File: src/rtl/hls_call_pkg.sv
// Shared types and constants for the HLS call master and its busy timer.
package hls_call_pkg;

  localparam int DEF_DATA_W = 32;
  localparam int CALL_CNT_W = 16;

  typedef enum logic [2:0] {
    S_IDLE,
    S_WAIT,
    S_START,
    S_BUSY,
    S_RSP
  } call_state_e;

  // Bits needed to hold max_val without wrapping (never less than one).
  function automatic int cnt_width(input int max_val);
    return (max_val < 1) ? 1 : $clog2(max_val + 1);
  endfunction

endpackage

File: src/rtl/hls_call_timer.sv
// Clearable busy-cycle counter; tc flags the last busy cycle before abort.
module hls_call_timer
  import hls_call_pkg::*;
#(
  parameter int TIMEOUT_CYC = 1024
) (
  input  logic sys_clk,
  input  logic sys_rst_n,
  input  logic clr,
  input  logic en,
  output logic tc
);

  localparam int CNT_W = cnt_width(TIMEOUT_CYC);

  logic [CNT_W-1:0] cnt;

  // NOTE: sequential state uses non-blocking assignments only, so every
  // register samples the pre-edge value of every other register.
  always_ff @(posedge sys_clk or negedge sys_rst_n) begin
    if (!sys_rst_n) begin
      cnt <= '0;
    end else if (clr) begin
      cnt <= '0;
    end else if (en && (cnt != '1)) begin
      cnt <= cnt + CNT_W'(1);
    end
  end

  // The abort fires on the edge that closes the TIMEOUT_CYC-th busy cycle.
  generate
    if (TIMEOUT_CYC > 0) begin : g_timeout
      assign tc = en && (cnt == CNT_W'(TIMEOUT_CYC - 1));
    end else begin : g_no_timeout
      assign tc = 1'b0;
    end
  endgenerate

endmodule

File: src/rtl/hls_call_master.sv
// Issues one call per upstream request to a start/done callee and returns
// the result (or a timeout abort) on a valid/ready response channel.
module hls_call_master
  import hls_call_pkg::*;
#(
  parameter int DATA_W      = DEF_DATA_W,
  parameter int TIMEOUT_CYC = 1024,
  parameter int COUNT_W     = CALL_CNT_W
) (
  input  logic               sys_clk,
  input  logic               sys_rst_n,
  input  logic               req_valid,
  output logic               req_ready,
  input  logic [DATA_W-1:0]  req_a,
  input  logic [DATA_W-1:0]  req_b,
  output logic               rsp_valid,
  input  logic               rsp_ready,
  output logic [DATA_W-1:0]  rsp_data,
  output logic               rsp_timeout,
  output logic [DATA_W-1:0]  callee_a,
  output logic [DATA_W-1:0]  callee_b,
  output logic               callee_start,
  input  logic               callee_idle,
  input  logic               callee_done,
  input  logic [DATA_W-1:0]  callee_ret,
  output logic [COUNT_W-1:0] call_count
);

  call_state_e state, state_nxt;
  logic        tc;
  logic        accept;
  logic        done_hit;

  assign accept   = (state == S_IDLE) && req_valid;
  assign done_hit = (state == S_BUSY) && callee_done;

  hls_call_timer #(
    .TIMEOUT_CYC (TIMEOUT_CYC)
  ) u_timer (
    .sys_clk   (sys_clk),
    .sys_rst_n (sys_rst_n),
    .clr       (state == S_START),
    .en        (state == S_BUSY),
    .tc        (tc)
  );

  // NOTE: state_nxt gets a default before the case so no path leaves it
  // unassigned, which would otherwise infer a latch.
  always_comb begin
    state_nxt = state;
    unique case (state)
      S_IDLE:  if (req_valid)          state_nxt = S_WAIT;
      S_WAIT:  if (callee_idle)        state_nxt = S_START;
      S_START:                         state_nxt = S_BUSY;
      S_BUSY:  if (callee_done || tc)  state_nxt = S_RSP;
      S_RSP:   if (rsp_ready)          state_nxt = S_IDLE;
      default:                         state_nxt = S_IDLE;
    endcase
  end

  // Handshake outputs are registered copies of the next state, so they
  // line up with the state they describe without any combinational path.
  always_ff @(posedge sys_clk or negedge sys_rst_n) begin
    if (!sys_rst_n) begin
      state        <= S_IDLE;
      req_ready    <= 1'b1;
      rsp_valid    <= 1'b0;
      callee_start <= 1'b0;
      rsp_data     <= '0;
      rsp_timeout  <= 1'b0;
      callee_a     <= '0;
      callee_b     <= '0;
      call_count   <= '0;
    end else begin
      state        <= state_nxt;
      req_ready    <= (state_nxt == S_IDLE);
      rsp_valid    <= (state_nxt == S_RSP);
      callee_start <= (state_nxt == S_START);

      if (accept) begin
        callee_a <= req_a;
        callee_b <= req_b;
      end

      // Done takes priority over a coincident timeout.
      if (done_hit) begin
        rsp_data    <= callee_ret;
        rsp_timeout <= 1'b0;
        call_count  <= call_count + COUNT_W'(1);
      end else if ((state == S_BUSY) && tc) begin
        rsp_data    <= '0;
        rsp_timeout <= 1'b1;
      end
    end
  end

endmodule

File: config.mk
export PLATFORM = sky130hd
export DESIGN_NAME = hls_call_master
export DESIGN_NICKNAME = d
export VERILOG_FILES = /design/src/rtl/hls_call_pkg.sv /design/src/rtl/hls_call_timer.sv /design/src/rtl/hls_call_master.sv
export SDC_FILE = /design/constraint.sdc
export NUM_CORES = 1
export LEC_CHECK = 0
export BUFFER_PORTS_ARGS = -buffer_cell sky130_fd_sc_hd__buf_2
export CAP_MARGIN = 25
export CORE_UTILIZATION = 48
export CTS_CLUSTER_DIAMETER = 30
export CTS_CLUSTER_SIZE = 25
export DETAILED_ROUTE_END_ITERATION = 8
export PLACE_DENSITY_LB_ADDON = 0.12
export SETUP_SLACK_MARGIN = 0.3
export SYNTH_ARGS = -nofsm -noshare
export SYNTH_HDL_FRONTEND = slang
export SYNTH_HIERARCHICAL = 1
export SYNTH_SLANG_ARGS = --single-unit
export TNS_END_PERCENT = 50
File: constraint.sdc
create_clock -name sys_clk -period 2.75 [get_ports sys_clk]
set_input_delay 0.1375 -clock sys_clk [delete_from_list [all_inputs] [get_ports sys_clk]]
set_output_delay 0.1375 -clock sys_clk [all_outputs]
set_load 0.005 [all_outputs]
* After elaboration in Yosys (flattened, before gate mapping)
Index checks and enable logic that the tools add are counted.
** Cells by class
- Eq/ne operators :: 8
- Multiplexer cells :: 11
- Add/sub/neg operators :: 2
- Reduce and logical (&&, ||, !) cells :: 10
** Operators by type and width (count)
- two-way mux 32 bit :: 2
- two-way mux 11 bit :: 2
- adder 16 x 1 -> 16 bit, second input constant :: 1
- case mux 3 bit (5 select lines) :: 1
- two-way mux 3 bit :: 4
- adder 11 x 1 -> 11 bit, second input constant :: 1
- equality test 11 x 10 -> 1 bit, second input constant :: 1
- inequality test 11 bit, second input constant :: 1
- equality test 3 x 2 -> 1 bit, second input constant :: 3
- equality test 3 bit, second input constant :: 2
- logical NOT 3 bit :: 2
- logical AND 1 bit :: 5
- nonzero test 2 bit :: 2
- equality test 3 x 1 -> 1 bit, second input constant :: 1
- two-way mux 1 bit :: 2
- logical OR 1 bit :: 1
** Storage, ports and cells
- Register bits :: 130
- Output and inout bits :: 116

* Logic depth before layout (Yosys ltp)
- Depth after elaboration :: 6
- Mapped depth :: 11

* Hierarchy
Netlist, hierarchy kept.
** By module, submodules not included
- hls_call_master :: times used 1, area each 4544.4 um2, cells each 295, seq. area each 2979.1 um2
- hls_call_timer :: times used 1, area each 655.6 um2, cells each 67, seq. area each 275.3 um2

* Worst setup path after synthesis
Ideal clock, no wire load.
- Kind :: register -> register
- Start :: register state[2]
- End :: register rsp_data[10]
- Path slack :: 634 ps
- Path buffers :: 2
- Stages on the path, launching flop included :: 11
- Arrival :: 1995 ps
- Data required time :: 2629 ps
- Cell sequence :: dfrtp_1 -> nand3b_4 -> inv_1 -> buf_2 -> nand3_1 -> nor2_1 -> nand2_1 -> nor2_1 -> o21ai_1 -> buf_2 -> a22o_1
** Between the ends
- Longest elaborated chain between the ends :: 4
- Elaborated cells on any way between the ends :: 6
- Classes of those cells :: 1 x eq/ne; 1 x mux; 4 x reduce/logical
** RTL lines
- start: declaration :: line hls_call_master.sv:29 : call_state_e state, state_nxt;
- start signal: assignment :: line hls_call_master.sv:75 : state <= state_nxt;
- equality test 3 x 2 -> 1 bit :: line hls_call_master.sv:43 : .en (state == S_BUSY),
- logical AND 1 bit :: line hls_call_timer.sv:33 : assign tc = en && (cnt == CNT_W'(TIMEOUT_CYC - 1));
- named net tc :: line hls_call_master.sv:30 : logic tc;
- logical AND 1 bit :: line hls_call_master.sv:90 : end else if ((state == S_BUSY) && tc) begin
- nonzero test 2 bit (no line)
- end signal: assignment :: line hls_call_master.sv:87 : rsp_data <= callee_ret;
- end: declaration :: line hls_call_master.sv:18 : output logic [DATA_W-1:0] rsp_data,
The timed path passes the listed nets, and every way through them passes these cells.
A chain may end at the register's enable or synchronous reset.

* Worst setup path in the final report
- Start :: register state[1]
- End :: register rsp_data[25]
The elaborated chain is that of the path after synthesis.

==> flow_summary.toml <==
[critical_path]
critical_path.max_stage_delay_ns = 0.54
cp_cell_sequence = "nand3b_4 -> inv_1 -> nand3_1 -> nor2_1 -> nand2_1 -> nor2_1 -> o21ai_2 -> buf_4 -> a22o_1"
critPathLaunchType = "flop"
cp-end-kind = "flop"
crit_path_max_fanout = 34
cp_slowest_cell = "sky130_fd_sc_hd__dfrtp_1"
worstPathRequired_ns = 3.14
timing.critical_path.arrival_ns = 2.59
crit_path_frequent_cell = "sky130_fd_sc_hd__nor2_1"
critical_path_class = "flop to flop"

[clocking]
ctsLongestPathBuffers = 2
maximum_level_of_the_cts_h_tree = 4
numCtsBuffers = 17
cts_resized = 0
tritoncts = "yes"
holdBufCountCts = 100
cts_num_sinks = 130
clk_latency_ns = 0.50
postCtsSetupBuffers = 0
clk_pin_slew_worst_paths_ns = 0.06
clock_tree.root_cell = "sky130_fd_sc_hd__clkbuf_8"

[timing]
timing.slew.headroom = 0.659
finalClockSkew_ns = 0.00897
timing.final.crit_period_ns = 2.20
grt_setup_unrepaired = "false"
final.setup.tns_ns = 0
max_slew.worst_pin.slew_ns = 0.512
final-hold-violation-count = 0
max_clock_freq_ghz = 0.454
finalSetupViolations = 0
hold_ws_ns = 0.124
postLayoutSetupSlackWorst_ns = 0.547
final-max-slew-violation-count = 0
final_min_period_over_clock_period = 0.801

[route]
routed_wl_um = 12800
vias = 4174
drtIter0Drc = 249
detail-route-antenna-nets = 0
routed_via_density = 5.00
detailedRoute.firstPassIterationCount = 4
drc_errors = 0
post_drt_wl_per_cell_um = 15.3

[logic_synthesis]
yosys.area_share.adder = 0.00481
synth-compound-area-share = 0.0890
yosys_warnings = 6
net_count_after_synthesis = 466
netlist_instances = 362
post_synth.cell_area_avg_um2 = 14.4
synth_xor_xnor_area_share = 0.0303
synth-simple-area-share = 0.0746
yosysUniqueCellTypes = 48
main_combinational_cell_family_by_area_after_synthesis = "multiplexers"
synth_flop_cell = "sky130_fd_sc_hd__dfrtp_1"
muxShareOfSynthArea = 0.145
async_flop_share = 1.00
ys_seq_elements = 130
synth_seq_area_share = 0.626
mappedNetlistArea_mm2 = 0.00520
edff_count_synth = 0

[die]
core_area_mm2 = 0.0104
boundaryPins = 218
floorplan.die_area_mm2 = 0.0113
die-width_um = 106
die_h_um = 106
start_util = 0.499
floorplan.rows = 37

[global_routing]
globalRoute.totalOverflow = 0
initial_antenna_violation_count = 0
global_route_wire_length_before_repair_um = 20700
number_of_global_route_vias_before_repair = 4271
grt.total_usage = 0.237
grt_start_max_net_pins = 65

[place]
placed_area_mm2 = 0.00641
dpl_worst_slack_ns = 0.593
numPlacedInstances = 702
port_buffers = 217
finalWeightedCongestion = 0.822
dp.final_hpwl_um = 7960

[final_layout]
fraction_of_final_layout_cells_sized_beyond_drive_strength_1 = 0.479
post_layout_nonfiller_instances = 834
layout_commonest_cell = "sky130_fd_sc_hd__buf_2"
postLayoutCellArea_mm2 = 0.00797
layout_common_cells = "216 x sky130_fd_sc_hd__buf_2, 129 x sky130_fd_sc_hd__dfrtp_1, 100 x sky130_fd_sc_hd__dlygate4sd3_1"
n_antenna_cell = 0
syn2layout_area_growth_pct = 53.2
post_layout_nets = 789

[hold_path]
hold_class = "primary input to flop"

[flow_run]
timing.max_cap.violations = 0

[pwr]
peak_ir_drop_on_the_vdd_network_mv = 0.496
power_leakage_nw = 3.89
power.density_mw_per_mm2 = 972

[run_status]
run_status = "finished clean"
flip-flops by register name, indices dropped and copies added (netlist names):
register / cells
call_count: 16
state: 3
rsp_valid: 1
u_timer/cnt: 11
rsp_data: 32
callee_a: 32
callee_b: 32
rsp_timeout: 1
req_ready: 1
callee_start: 1
metrics by stage:
step | utilization | power [W]
3_3_place_gp | 0.615 | 0.00544
2_1_floorplan | - | 0.00446
5_1_grt | 0.765 | 0.00822
6_report | 0.765 | 0.00774
3_5_place_dp | 0.615 | 0.00554
4_1_cts | 0.765 | 0.00778
path summary, 6_finish.rpt:
kind | to | startpoint | cells past startpoint | slack, ns
setup reg to reg | rsp_data[25]$_DFFE_PN0P_ | state[1]$_DFF_PN0_ | 9 | 0.55
hold reg to reg | call_count[15]$_DFFE_PN0P_ | call_count[15]$_DFFE_PN0P_ | 1 | 0.47
setup / recovery | rsp_data[25]$_DFFE_PN0P_ | state[1]$_DFF_PN0_ | 9 | 0.55
min in group asynchronous | callee_b[28]$_DFFE_PN0P_ | sys_rst_n | 2 | 0.15
max in group asynchronous | req_ready$_DFF_PN1_ | sys_rst_n | 3 | 1.73
hold / removal | state[0]$_DFF_PN0_ | callee_done | 4 | 0.12
worst max-delay path, delay by kind of cell, from the launching register on:
kind / cells / cell delay, ns
AO/OA/AOI/OAI: 2 / 0.35
flip-flops: 1 / 0.54
buffers and inverters: 2 / 0.33
AND/OR/NAND/NOR: 5 / 0.86
layer usage:
layer  GRT usage  wire length (µm)  share of wire  vias up
met5           0                 0              0        -
met4      0.0665               178          0.014        0
met3      0.0754               772          0.060       16
met2       0.398              6430           0.50      169
met1       0.294              5380           0.42     2027
li1            -                 -              -     1962
Yosys cell counts, types with 2 or more instances:
| cell | instances | area share |
|---|---|---|
| sky130_fd_sc_hd__nand4_1 | 7 | 0.0084 |
| sky130_fd_sc_hd__nand2_1 | 15 | 0.011 |
| sky130_fd_sc_hd__o21ai_0 | 2 | 0.0019 |
| sky130_fd_sc_hd__xor2_1 | 6 | 0.010 |
| sky130_fd_sc_hd__and4_2 | 2 | 0.0039 |
| sky130_fd_sc_hd__dfrtp_1 | 129 | 0.62 |
| sky130_fd_sc_hd__a22o_1 | 32 | 0.054 |
| sky130_fd_sc_hd__ha_1 | 2 | 0.0048 |
| sky130_fd_sc_hd__nand3_1 | 6 | 0.0058 |
| sky130_fd_sc_hd__nor2_1 | 17 | 0.012 |
| sky130_fd_sc_hd__and4_1 | 2 | 0.0034 |
| sky130_fd_sc_hd__buf_1 | 2 | 0.0014 |
| sky130_fd_sc_hd__xnor2_1 | 12 | 0.020 |
| sky130_fd_sc_hd__a21oi_1 | 6 | 0.0058 |
| sky130_fd_sc_hd__inv_1 | 5 | 0.0036 |
| sky130_fd_sc_hd__a31oi_1 | 3 | 0.0036 |
| sky130_fd_sc_hd__buf_6 | 7 | 0.015 |
| sky130_fd_sc_hd__buf_2 | 9 | 0.0087 |
| sky130_fd_sc_hd__mux2_2 | 66 | 0.14 |
| sky130_fd_sc_hd__nor3_1 | 3 | 0.0029 |
| sky130_fd_sc_hd__o21a_1 | 2 | 0.0029 |
where the power goes:
group          switching (W)  internal [W]
sequential          0.000471       0.00270
combinational        0.00100       0.00146
clock               0.000881       0.00123
total                0.00236       0.00539
kinds of logic (layout without fill, tap and decap cells):
| logic type | after synthesis | count (layout) |
|---|---|---|
| flops | 130 | 130 |
| mux | 67 | 67 |
| simple gates | 66 | 66 |
| compound gates | 54 | 54 |
| buf+inv | 25 | 361 |
| xor+xnor | 18 | 18 |
| fa+ha+maj | 2 | 2 |
final cells by class:
class | count | area (µm²)
clock inverter | 15 | 148
multi-input combinational | 207 | 1800
sequential | 130 | 3250
timing repair buffer | 324 | 2170
tap | 136 | 170
fill | 653 | 2450
inverter | 5 | 18.8
clock buffer | 17 | 414
No activity file was read; power rests on OpenSTA's default activity.
